===== src/rtl/sha2_msg_schedule.sv =====
// SHA-2 message schedule generator.
// Loads a 16-word padded block, then streams W[0..ROUNDS-1] to the round core
// over a valid/ready handshake, expanding W[16..] from a 16-word sliding window.
module sha2_msg_schedule #(
  parameter int WIDTH = 32,
  parameter int MODE  = 256
) (
  input  logic             clk,
  input  logic             rst,
  input  logic             start,
  input  logic             in_valid,
  output logic             in_ready,
  input  logic [WIDTH-1:0] in_word,
  output logic             out_valid,
  input  logic             out_ready,
  output logic [WIDTH-1:0] out_word,
  output logic [6:0]       out_round,
  output logic             busy,
  output logic             done
);

  // SHA-384/512 run 80 rounds; every other MODE value falls back to 64.
  localparam int         ROUNDS     = (MODE == 384 || MODE == 512) ? 80 : 64;
  localparam logic [6:0] LAST_ROUND = 7'(ROUNDS - 1);

  typedef logic [WIDTH-1:0] word_t;

  typedef enum logic [1:0] {
    S_IDLE,
    S_LOAD,
    S_RUN
  } state_e;

  function automatic word_t rotr(input word_t x, input int unsigned n);
    return (x >> n) | (x << (WIDTH - n));
  endfunction

  // Small sigma functions; the rotate/shift set follows the word width.
  function automatic word_t sigma0(input word_t x);
    if (WIDTH == 64) return rotr(x, 1) ^ rotr(x, 8) ^ (x >> 7);
    else             return rotr(x, 7) ^ rotr(x, 18) ^ (x >> 3);
  endfunction

  function automatic word_t sigma1(input word_t x);
    if (WIDTH == 64) return rotr(x, 19) ^ rotr(x, 61) ^ (x >> 6);
    else             return rotr(x, 17) ^ rotr(x, 19) ^ (x >> 10);
  endfunction

  state_e     state_q, state_d;
  logic [3:0] cnt_q, cnt_d;
  logic [6:0] round_q, round_d;
  logic       done_q, done_d;
  word_t      w_q [16];
  word_t      w_d [16];
  word_t      w_new;

  // Next schedule word, appended at the top of the window on each handshake.
  assign w_new = sigma1(w_q[14]) + w_q[9] + sigma0(w_q[1]) + w_q[0];

  // State register, window and counters; synchronous active-low reset.
  always_ff @(posedge clk) begin
    // NOTE: the window is an explicit reset target because out_word must read 0
    // straight out of reset; a pure datapath RAM would normally be left unreset.
    if (!rst) begin
      state_q <= S_IDLE;
      cnt_q   <= '0;
      round_q <= '0;
      done_q  <= 1'b0;
      w_q     <= '{default: '0};
    end else begin
      // NOTE: non-blocking assignments so every register samples pre-edge values.
      state_q <= state_d;
      cnt_q   <= cnt_d;
      round_q <= round_d;
      done_q  <= done_d;
      w_q     <= w_d;
    end
  end

  // Next-state logic: load slots in order, then shift the window per handshake.
  always_comb begin
    // NOTE: every target gets a default first so no path leaves one unassigned
    // (which would infer a latch).
    state_d = state_q;
    cnt_d   = cnt_q;
    round_d = round_q;
    done_d  = 1'b0;
    w_d     = w_q;

    unique case (state_q)
      S_IDLE: begin
        if (start) begin
          state_d = S_LOAD;
          cnt_d   = '0;
        end
      end
      S_LOAD: begin
        if (in_valid) begin
          w_d[cnt_q] = in_word;
          cnt_d      = cnt_q + 4'd1;
          if (cnt_q == 4'd15) begin
            state_d = S_RUN;
            round_d = '0;
          end
        end
      end
      S_RUN: begin
        if (out_ready) begin
          for (int i = 0; i < 15; i++) w_d[i] = w_q[i+1];
          w_d[15] = w_new;
          if (round_q == LAST_ROUND) begin
            // Final word consumed: start in this same cycle is not honoured.
            state_d = S_IDLE;
            done_d  = 1'b1;
          end else begin
            round_d = round_q + 7'd1;
          end
        end
      end
      default: state_d = S_IDLE;
    endcase
  end

  assign in_ready  = (state_q == S_LOAD);
  assign out_valid = (state_q == S_RUN);
  assign out_word  = w_q[0];
  assign out_round = round_q;
  assign busy      = (state_q != S_IDLE);
  assign done      = done_q;

endmodule

===== config.mk =====
export PLATFORM = sky130hd
export DESIGN_NAME = sha2_msg_schedule
export DESIGN_NICKNAME = d
export VERILOG_FILES = /design/src/rtl/sha2_msg_schedule.sv
export SDC_FILE = /design/constraint.sdc
export NUM_CORES = 1
export LEC_CHECK = 0
export CORE_ASPECT_RATIO = 1.75
export CORE_MARGIN = 5
export CORE_UTILIZATION = 45
export CTS_CLUSTER_SIZE = 8
export DETAILED_ROUTE_END_ITERATION = 7
export PLACE_DENSITY = 0.67
export SYNTH_ARGS = -nofsm -noshare
export SYNTH_HDL_FRONTEND = slang
export SYNTH_SLANG_ARGS = --single-unit

===== constraint.sdc =====
create_clock -name clk -period 3.6 [get_ports clk]
set_input_delay 0.72 -clock clk [delete_from_list [all_inputs] [get_ports clk]]
set_output_delay 0.72 -clock clk [all_outputs]
set_load 0.005 [all_outputs]

==> reports/metrics.yaml <==
reg2reg_from: "w_q[52]"
grt-ovfl-total: 0
ys_ff_latch: 526
gp_congestion: 0.978
drtIter0Drc: 1786
timing.final.crit_share: 1.06
synth-seq-area-share: 0.382
totalWireLength_mm: 94.4
worstRegToRegCells: 15
die_area_mm2: 0.0664
drcViolationCount: 0
synth-async-reset-ratio: 0
cp_data_required_time_ps: 4090
critPathKind: "register to register"
grt_usage: 0.275
leakagePower_nw: 18.0
grt_pass1_vias: 22600
ctsHoldBuffers: 0
initial_core_util: 0.452
slew_headroom: 0.207
netlist_instances: 3126
vias_per_cell: 5.90
period_minus_slack_ps: 3800
arrival_ps: 4290
setup_ws_ps: -200
cts.sinks: 526
crit_buf_inv: 2
holdCritPathClass: "register to register"
clkLatencyLatePin_ps: 610
wl_met1_mm: 38.0
synth.area.mux_share: 0.00400
cts_tree: "yes"
synth_compound_area_frac: 0.306
holdWs_ps: 494
pin_count: 80
maxUsedRoutingLayer: "met4"
reg2reg_setup_slack_ps: -200
synth_top_flop_cell: "dfxtp_1"
crit_chain: "xor2_2 -> xnor2_1 -> fa_1 -> inv_1 -> fa_1 -> ha_2 -> fa_2 -> a21o_1 -> a221o_1 -> a31o_4 -> a221oi_4 -> buf_6 -> o21ai_2 -> xnor2_1 -> a21oi_1"
core_mm2: 0.0610
whs_endpoint: "w_q[319]"
status: "finished with violations"
syn_nets: 3261
syn_area_mm2: 0.0275
clk_pin_slew_worst_paths_ps: 50
fp.dieH_um: 337
cts_buffers: 75
rsz0062_at_grt: "true"
cp_slowest_cell: "fa_1"
timing.setup.tns_ps: -1840
drt_pass1_iterations: 8
die_width_um: 197
grt_pass1_wl_mm: 141
worstHoldPathCells: 1
area_growth_pct: 17.0
synthAdderAreaFrac: 0.0614
final_max_slew_viol_count: 0
yosys_warnings: 0
detail_route.wl_per_cell_um: 23.8
clockBufferDepth: 3
dr_wl_met3_mm: 3.93
antenna_left: 0
cts_root_buf: "clkbuf_16"
setup_viol_count_final: 17
grt_max_degree: 218
violations: "setup timing"
synth_xor_area_frac: 0.0480
power_density_mw_per_mm2: 413
vias: 23400
io_buffers: 79
antenna_found_initial: 1
dpl.hpwl_mm: 65.9
dr_wl_met2_mm: 45.7
critPathMaxFanout: 2
endpoint_kind: "register"
finalPower_mw: 13.3
irDropWorstVdd_v: 0.000277
synth_top_family_by_area: "compound AO/OA/AOI/OAI gates"
htree_levels: 3
fin_worst_skew_ps: 32.2
worstReg2RegEnd: "w_q[31]"
fin_nets: 3301
cp-start-kind: "register"
post-route-util: 0.529
synth-simple-area-share: 0.107
critPathTopFamily: "adder cells"
antennaDiodeCount: 0
rows: 120
cap_violations: 0
ys_types: 62
tightest_slew_ps: 1190
hold_viol: 0
cp.depth: 15
drive_gt1_frac: 0.152
worstHoldStart: "w_q[319]"
pre_cts_ws_ps: -400
crit_path_max_incr_delay_ps: 500
synth_edf_count: 0
avgSynthCellArea_um2: 8.81
clock.fmax_mhz: 263
==> through the flow <==
step / std cells / cell area (um^2)
finish: 3965 / 32200
CTS: 3961 / 31900
global placement: 3871 / 29400
detailed placement: 3871 / 29400
floorplan: 3126 / 27600
global route: 3965 / 32200
==> placed cells by master (no fill, tap or decap), drive strengths merged, types with 39 or more instances in the layout <==
master	n
a21oi	559
and2	39
buf	264
clkbuf	78
clkdlybuf4s50	78
dfxtp	526
fa	62
inv	131
nand2	521
nor2	42
o211a	480
o21ai	57
xnor2	87
xor2	64
==> flip-flops by register name, summed over array words and instances (netlist names) <==
| name | cells |
|---|---|
| state_q | 2 |
| out_word | 32 |
| done | 1 |
| out_round | 7 |
| cnt_q | 4 |
| w_q | 480 |
==> Yosys cell counts (all sizes together), types with 2 or more instances <==
library cell	count	area (um^2)
a21oi	559	2820
dfxtp	526	10500
nand2	521	1960
o211a	480	4800
clkbuf	211	793
buf	168	1240
inv	129	484
xnor2	87	762
xor2	64	561
fa	62	1240
o21ai	57	289
nor2	42	298
and2	39	244
ha	36	450
nand3	15	80.1
o211ai	13	97.6
or3	12	75.1
nand4	10	62.6
mux2	8	90.1
o21bai	8	60.1
a21o	7	52.6
nor3b	7	52.6
and3	6	37.5
nor2b	6	37.5
a211oi	5	42.5
a31oi	5	31.3
nand2b	5	33.8
nor3	4	20.0
o22ai	4	25.0
a41oi	3	26.3
o21a	3	22.5
or2	3	18.8
a21boi	2	18.8
a221oi	2	23.8
a31o	2	17.5
mux2i	2	20.0
nand3b	2	15.0
o2111ai	2	17.5
o221a	2	22.5
==> routing by layer <==
metal | up-vias | GRT usage
met4 | 0 | 0.168
li1 | 10800 | -
met5 | - | 0
met2 | 732 | 0.463
met3 | 207 | 0.0288
met1 | 11600 | 0.337
==> where the power goes <==
| part | internal [mW] | total (mW) | switching (mW) |
|---|---|---|---|
| sequential | 5.86 | 5.90 | 0.0363 |
| clock | 3.80 | 6.40 | 2.60 |
| combinational | 0.405 | 1.02 | 0.610 |
| total | 10.1 | 13.3 | 3.25 |
==> cell type report <==
cell class | instances | area (um^2)
Clock inverter | 5 | 105
Timing Repair Buffer | 342 | 2970
Multi-Input combinational cell | 2092 | 15200
Fill cell | 5781 | 28700
Tap cell | 793 | 992
Sequential cell | 526 | 10600
Clock buffer | 78 | 1940
Inverter | 129 | 492
==> worst max-delay path by stage <==
stage / slack, ps / to / from
floorplan: -120 / w_q[31] / w_q[50]
global placement: -440 / w_q[29] / w_q[62]
detailed placement: -400 / w_q[29] / w_q[62]
CTS: -240 / w_q[31] / w_q[52]
global route: -340 / w_q[31] / w_q[52]
finish: -200 / w_q[31] / w_q[52]
==> kinds of logic after synthesis <==
group           Yosys count
compound gates         1159
xor+xnor                151
fa+ha+maj                98
buf+inv                 508
flops                   526
mux                      10
simple gates            674
==> what timing repair did <==
item / in CTS / in global routing
setup endpoints to repair: 24 / 25
pin swaps: 48 / 39
gates resized for setup: 87 / 57
setup buffers: 9 / 5
(Power assumes the default switching activity.)
